===== src/rtl/arith_ctrl_pkg.sv =====
// Shared constants for the two-requester arithmetic engine: data width,
// opcode encodings and the controller state type.
package arith_ctrl_pkg;

  localparam int DATA_W = 8;

  localparam logic [2:0] OP_OR   = 3'b000;
  localparam logic [2:0] OP_NAND = 3'b001;
  localparam logic [2:0] OP_NOR  = 3'b010;
  localparam logic [2:0] OP_AND  = 3'b011;
  localparam logic [2:0] OP_ADD  = 3'b100;
  localparam logic [2:0] OP_SUB  = 3'b101;

  typedef enum logic [1:0] {
    IDLE = 2'd0,
    EXEC = 2'd1,
    RESP = 2'd2
  } state_t;

endpackage


===== src/rtl/arith_ctrl_alu.sv =====
// Combinational opcode/operand datapath; unused opcodes yield zero and
// ADD/SUB wrap modulo 2^DATA_W.
module arith_ctrl_alu
  import arith_ctrl_pkg::*;
(
  input  logic [DATA_W-1:0] a,
  input  logic [DATA_W-1:0] b,
  input  logic [2:0]        op,
  output logic [DATA_W-1:0] result
);

  always_comb begin
    result = '0;
    case (op)
      OP_OR:   result = a | b;
      OP_NAND: result = ~(a & b);
      OP_NOR:  result = ~(a | b);
      OP_AND:  result = a & b;
      OP_ADD:  result = a + b;
      OP_SUB:  result = a - b;
      default: result = '0;
    endcase
  end

endmodule


===== src/rtl/arith_engine_arbiter.sv =====
// Two-requester arithmetic engine: arbiter, IDLE/EXEC/RESP controller and
// operand/result registers. Define ARITH_ARB_ROUND_ROBIN_EN for round-robin ties.
module arith_engine_arbiter
  import arith_ctrl_pkg::*;
(
  input  logic              clk,
  input  logic              rst,
  input  logic              req_valid_0,
  output logic              req_ready_0,
  input  logic [DATA_W-1:0] req_a_0,
  input  logic [DATA_W-1:0] req_b_0,
  input  logic [2:0]        req_op_0,
  output logic              rsp_valid_0,
  output logic [DATA_W-1:0] rsp_result_0,
  input  logic              rsp_ready_0,
  input  logic              req_valid_1,
  output logic              req_ready_1,
  input  logic [DATA_W-1:0] req_a_1,
  input  logic [DATA_W-1:0] req_b_1,
  input  logic [2:0]        req_op_1,
  output logic              rsp_valid_1,
  output logic [DATA_W-1:0] rsp_result_1,
  input  logic              rsp_ready_1,
  output logic              busy
);

  state_t            state, next_state;
  logic              grant;
  logic              accept;
  logic              owner_q;
  logic [DATA_W-1:0] a_q, b_q, result_q;
  logic [2:0]        op_q;
  logic [DATA_W-1:0] alu_result;

`ifdef ARITH_ARB_ROUND_ROBIN_EN
  logic rr_ptr;

  // The pointer only matters on a tie; a lone requester always wins.
  always_comb begin
    grant = 1'b0;
    if (req_valid_0 && req_valid_1) grant = rr_ptr;
    else                            grant = !req_valid_0;
  end

  always_ff @(posedge clk or posedge rst) begin
    if (rst)         rr_ptr <= 1'b0;
    else if (accept) rr_ptr <= !grant;
  end
`else
  always_comb begin
    grant = !req_valid_0;
  end
`endif

  always_ff @(posedge clk or posedge rst) begin
    if (rst) state <= IDLE;
    else     state <= next_state;
  end

  always_comb begin
    next_state   = state;
    req_ready_0  = 1'b0;
    req_ready_1  = 1'b0;
    rsp_valid_0  = 1'b0;
    rsp_valid_1  = 1'b0;
    rsp_result_0 = '0;
    rsp_result_1 = '0;
    busy         = (state != IDLE);
    case (state)
      IDLE: begin
        // Ready is held low while reset is asserted so nothing looks accepted.
        req_ready_0 = !rst && req_valid_0 && !grant;
        req_ready_1 = !rst && req_valid_1 && grant;
        if (req_ready_0 || req_ready_1) next_state = EXEC;
      end
      EXEC: next_state = RESP;
      RESP: begin
        if (!owner_q) begin
          rsp_valid_0  = 1'b1;
          rsp_result_0 = result_q;
          if (rsp_ready_0) next_state = IDLE;
        end else begin
          rsp_valid_1  = 1'b1;
          rsp_result_1 = result_q;
          if (rsp_ready_1) next_state = IDLE;
        end
      end
      default: next_state = IDLE;
    endcase
  end

  assign accept = req_ready_0 || req_ready_1;

  always_ff @(posedge clk or posedge rst) begin
    if (rst) begin
      a_q      <= '0;
      b_q      <= '0;
      op_q     <= '0;
      owner_q  <= 1'b0;
      result_q <= '0;
    end else begin
      if (accept) begin
        a_q     <= grant ? req_a_1  : req_a_0;
        b_q     <= grant ? req_b_1  : req_b_0;
        op_q    <= grant ? req_op_1 : req_op_0;
        owner_q <= grant;
      end
      if (state == EXEC) result_q <= alu_result;
    end
  end

  arith_ctrl_alu u_alu (
    .a      (a_q),
    .b      (b_q),
    .op     (op_q),
    .result (alu_result)
  );

endmodule


===== config.mk =====
export PLATFORM = sky130hd
export DESIGN_NAME = arith_engine_arbiter
export DESIGN_NICKNAME = d
export VERILOG_FILES = /design/src/rtl/arith_ctrl_pkg.sv /design/src/rtl/arith_ctrl_alu.sv /design/src/rtl/arith_engine_arbiter.sv
export SDC_FILE = /design/constraint.sdc
export NUM_CORES = 1
export LEC_CHECK = 0
export CORE_MARGIN = 4
export CORE_UTILIZATION = 50
export DETAILED_ROUTE_END_ITERATION = 8
export DONT_BUFFER_PORTS = 1
export RECOVER_POWER = 25
export SYNTH_ARGS = -nofsm -noshare
export SYNTH_HDL_FRONTEND = slang
export SYNTH_SLANG_ARGS = --single-unit

===== constraint.sdc =====
create_clock -name clk -period 5 [get_ports clk]
set_clock_uncertainty 0.1 [all_clocks]
set_input_delay 0 -clock clk [delete_from_list [all_inputs] [get_ports clk]]
set_output_delay 0 -clock clk [all_outputs]
set_load 0.02 [all_outputs]

After elaboration in Yosys (flattened, before gate mapping)

Index checks and enable logic that the tools add are counted.

Input bits: 44
Register bits: 30
Memory bits (writable): 0
Bits in read-only memories: 0
Bits in latches: 0
Output and inout port bits: 21
Memories: 0

Equality and inequality tests: 10
Reductions and logical operators: 12
Add/sub/neg operators: 2
Divide/modulo/power cells: 0
$lt $le $gt $ge: 0
Bitwise logic cells: 4
$mul: 0
Shift-type cells: 0
Mux-type cells: 19

Operators with widths:

| cell               | number |
|---|---|
| $mux 8             | 6 |
| $pmux 8 s6         | 1 |
| $not 8->8          | 2 |
| $add 8x8->8        | 1 |
| $and 8x8->8        | 1 |
| $mux 2             | 4 |
| $or 8x8->8         | 1 |
| $sub 8x8->8        | 1 |
| $eq 3x2->1 const B | 2 |
| $eq 3x3->1 const B | 2 |
| $mux 1             | 6 |
| $ne 3x3->1 const B | 2 |
| $pmux 2 s3         | 1 |
| $logic_and 1x1->1  | 4 |
| $eq 3x1->1 const B | 1 |
| $logic_not 3->1    | 1 |
| $mux 3             | 1 |
| $reduce_and 3->1   | 1 |
| $eq 2x1->1 const B | 1 |
| $eq 2x2->1 const B | 1 |
| $logic_not 1->1    | 2 |
| $logic_not 2->1    | 1 |
| $logic_or 1x1->1   | 2 |
| $ne 2x2->1 const B | 1 |
| $reduce_bool 2->1  | 1 |

Longest topological paths before layout

Depth after elaboration: 6
Gate-level depth with buffers: 11

Cells and area by module

From an unflattened synthesis, not the netlist that was laid out.

Cells, all modules: 224
Area, all modules: 2303.5 sq um

Modules (own cells, without submodules):

| module               | instances | cells each | seq. area each (sq um) | area an instance (sq um) |
|---|---|---|---|---|
| arith_engine_arbiter | 1         | 112        | 750.7                  | 1496.4 |
| arith_ctrl_alu       | 1         | 112        | 0.0                    | 807.0 |

Least setup slack after synthesis

Ideal clock, no wire load.

Path type: reg2reg
Start: register b_q[1]
End: register result_q[6]
Slack: 2.481 ns
Setup time: 0.065 ns
Cell stages (with the launch flop): 11
Arrival: 2.354 ns
Path through: dfrtp_1 > clkbuf_1 > inv_1 > ha_1 > mux2i_1 > fa_1 > a211oi_1 > nor2_1 > o41a_1 > a21boi_0 > o22a_1

Longest elaborated chain between the ends: 2

Ends and longest elaborated chain:

| item                                              | RTL line                                   | source |
|---|---|---|
| from (decl)                                       | arith_engine_arbiter.sv:31                 | `logic [DATA_W-1:0] a_q, b_q, result_q;` |
| from (signal assigned)                            | arith_engine_arbiter.sv:104                | `b_q <= grant ? req_b_1 : req_b_0;` |
| $sub 8x8->8 / $add 8x8->8 (equally long branches) | arith_ctrl_alu.sv:20, arith_ctrl_alu.sv:19 |  |
| $pmux 8 s6 *                                      | arith_ctrl_alu.sv:14                       | `case (op)` |
| to (signal assigned)                              | arith_engine_arbiter.sv:108                | `if (state == EXEC) result_q <= alu_result;` |
| to (decl)                                         | arith_engine_arbiter.sv:31                 |  |

Mark *: on every way between the ends. The rest lies on a longest branch, timed or not.
A chain may end at the register's enable or synchronous reset.

Final worst setup path

Start: register op_q[0]
End: register result_q[6]

Longest elaborated chain between the ends: 2

Ends and longest elaborated chain:

| item                               | RTL line                    | source |
|---|---|---|
| from (decl)                        | arith_engine_arbiter.sv:32  | `logic [2:0] op_q;` |
| from (signal assigned)             | arith_engine_arbiter.sv:105 | `op_q <= grant ? req_op_1 : req_op_0;` |
| $eq 3x3->1 (tied with other cells) | arith_ctrl_alu.sv:14        |  |
| $pmux 8 s6 *                       | arith_ctrl_alu.sv:14        |  |

Marks and branches as above.

==> metrics.md <==
| Metric | Value |
|---|---|
| Outcome | `finished, violations left` |
| Failing checks | `max-capacitance violations, max-slew violations` |
| WS Path Type | `flip-flop to flip-flop` |
| Root buf cell | `clkbuf_8` |
| Worst rel slew slack | `-5.266%` |
| #FFs+latches synth | `30` |
| Initial Utilization | `51.95%` |
| Unrepaired setup endpoints after global routing | `false` |
| Max VDD drop | `309.3 uV` |
| Synth Warn # | `0` |
| Vias per cell | `around 5.5` |
| Required time of the critical path | `5.12 ns` |
| Placed insts | `293` |
| Number of port buffers | `0` |
| Worst Setup End Kind | `flip-flop` |
| DR vias | `between 1,500 and 2,000` |
| Synth Flop Type | `dfrtp_1` |
| Layout filler cell count | `376` |
| Congestion Overflow GR | `0` |
| Final Net Count | `345` |
| Share of the synthesized area in the top cell type | `33.19%` |
| Cell Rows | `24` |
| Final period util | `59.05%` |
| Core ar. | `~0.0044 sq mm` |
| Mapped cell area | `0.002262 sq mm` |
| Most numerous cell in the Yosys netlist | `nor2_1` |
| EDFF count, synth | `0` |
| Crit Path Max Fanout | `19` |
| Max-slew violation total from the final report | `31` |
| Max-cap viol count | `1` |
| Synth-to-layout area growth | `21.18%` |
| Worst-margin pin slew | `1.579 ns` |
| Final Util | `62.96%` |
| Largest net degree at the start of global routing | `40` |
| Number of antenna diodes | `0` |
| Width of the die | `75.27 microns` |
| CTS Buffer Depth | `2` |
| Postcts setup bufs | `0` |
| Syn Nets | `312` |
| Later-pin clock latency in the skew report | `approximately 0.28 ns` |
| Num CTS Buffers | `5` |
| Ranking of synthesized cells by area | `dfrtp_1, mux2i_1, a21oi_1` |
| Leakage power | `roughly 1.2 nW` |
| CP Launch Point | `op_q[0]` |
| Worst-path clk slew | `~0.060 ns` |
| Arrival time at the worst endpoint | `3.07 ns` |
| Final Non-Filler Cells | `about 340` |
| Wire length of the first global-routing pass | `7.859 mm` |
| # IOs | `65` |
| Post-route antenna net violation count | `0` |
| Vias in the first global route | `about 1,700` |
| Pwr Density | `between 600 and 700 mW/mm^2` |
| Share of post-route cells with drive strength above 1 | `roughly 5%` |
| DIE HEIGHT | `75.27 microns` |
| Final Power | `~1.8 mW` |
| H-tree Lvls | `2` |
| Post-CTS Resized | `0` |
| Setup TNS | `0 ns` |
| Crit start category | `flip-flop` |
| Worst r2r src | `op_q[0]` |
| Post-route minimum period | `2.952 ns` |
| Seq/Total Area, Yosys | `33.19%` |
| DP HPWL | `between 3 and 4 mm` |
| DR DRC count | `0` |
| Unique masters post-synth | `between 40 and 50` |
| FFs w/ async S/R, synth | `100.0%` |
| Clock tree sinks | `30` |
| Mapped Cells | `about 260` |
| Synth area leader | `dfrtp_1` |
| Drt pass-1 iters | `4` |
| CTS tree | `yes` |
| Synth Area per Inst | `8.802 sq um` |
| Min-delay src | `req_valid_1` |
| GRT Util Overall | `18.49%` |
| Top post-synthesis cells by count | `nor2_1, dfrtp_1, a21oi_1, mux2i_1, and2_1` |
| Fmax | `0.3387 GHz` |
| Iter 0 DRT Violations | `57` |
| Final setup viols | `0` |
| Final Hold Fails | `0` |
| Initial antenna violation count | `0` |
| WL final | `4.941 mm` |
| Routed len/inst | `14.41 microns` |
| Final GP Congestion | `0.8222` |
| Die area | `between 0.005 and 0.006 sq mm` |
| Hold Path Class | `input pin to flip-flop` |
[layout by cell type, fill, tap and decap left out, types with 6 or more instances in the layout]
cell type | synthesis | layout
a21oi_1 | 26 | 26
ha_1 | 10 | 10
o21ai_0 | 11 | 11
clkbuf_8 | 0 | 6
dfrtp_1 | 30 | 30
nand2_1 | 10 | 10
inv_1 | 8 | 8
mux2i_1 | 22 | 22
xnor2_1 | 13 | 13
and2_1 | 17 | 17
nor2_1 | 32 | 32
nor3_1 | 9 | 9
dlygate4sd3_1 | 0 | 42
[where the power goes]
part / switching [mW] / internal, mW / total [mW]
sequential: 0.174 / 0.353 / 0.527
combinational: 0.565 / 0.491 / 1.06
clock: 0.0900 / 0.111 / 0.201
[layer usage]
metal  wire length [microns]  track usage, %
met5                       0               0
met4                      77           7.961
met3                     311           3.471
met2                    2378           31.04
met1                    2174           23.21
[what timing repair did]
action / 4_1_cts / 5_1_grt
endpoints found under the hold margin: 52 / 0
endpoints found under the setup margin: 0 / 0
hold buffers: 42 / 0
[flip-flops by register name, summed over array words and instances, names as in the netlist]
name      flops
result_q      8
owner_q       1
state         2
b_q           8
op_q          3
a_q           8
[stage by stage]
stage	instance area, sq um	setup WS, ns	hold slack [ns]
2_1_floorplan	2262	2.481	-0.01214
3_3_place_gp	2233	2.177	-0.1088
3_5_place_dp	2233	2.096	-0.1102
4_1_cts	2745	2.071	0.03021
5_1_grt	2741	1.890	0.03481
6_report	2741	2.048	0.03906
[critical path, stage by stage, from the launching register on]
cell      delay, ns
dfrtp_1        0.69
and3b_1        0.42
mux2i_1        0.17
fa_1           0.47
a211oi_1       0.25
nor2_1         0.11
o41a_1         0.33
a21boi_0       0.19
o22a_1         0.16
[path summary, 6_finish.rpt]
check	end	slack, ns	cells past startpoint
max	result_q[6]	2.05	8
min	owner_q	0.04	2
max reg2reg	result_q[6]	2.05	8
min reg2reg	result_q[4]	0.39	2
max in group asynchronous	op_q[0]	3.25	3
min in group asynchronous	state[1]	0.64	3
[cells by family after synthesis]
family | count (synthesis) | share of synthesized area [%]
AND/OR/NAND/NOR | 90 | 20.74
adder cells (fa/ha/maj) | 11 | 6.416
flip-flops | 30 | 33.19
multiplexers | 23 | 10.23
AO/OA/AOI/OAI | 61 | 16.70
buffers and inverters | 25 | 5.808
XOR/XNOR | 17 | 6.914
[layout make-up]
class	count	area [sq um]	area share (%)
multi-input combinational	202	1380	50.34
sequential	30	750.7	27.38
timing repair buffer	43	424.2	15.47
clock buffer	7	86.33	3.149
tap	52	65.06	2.373
inverter	8	30.03	1.095
clock inverter	1	5.005	0.1826
Power figures use the tool's default switching activity.
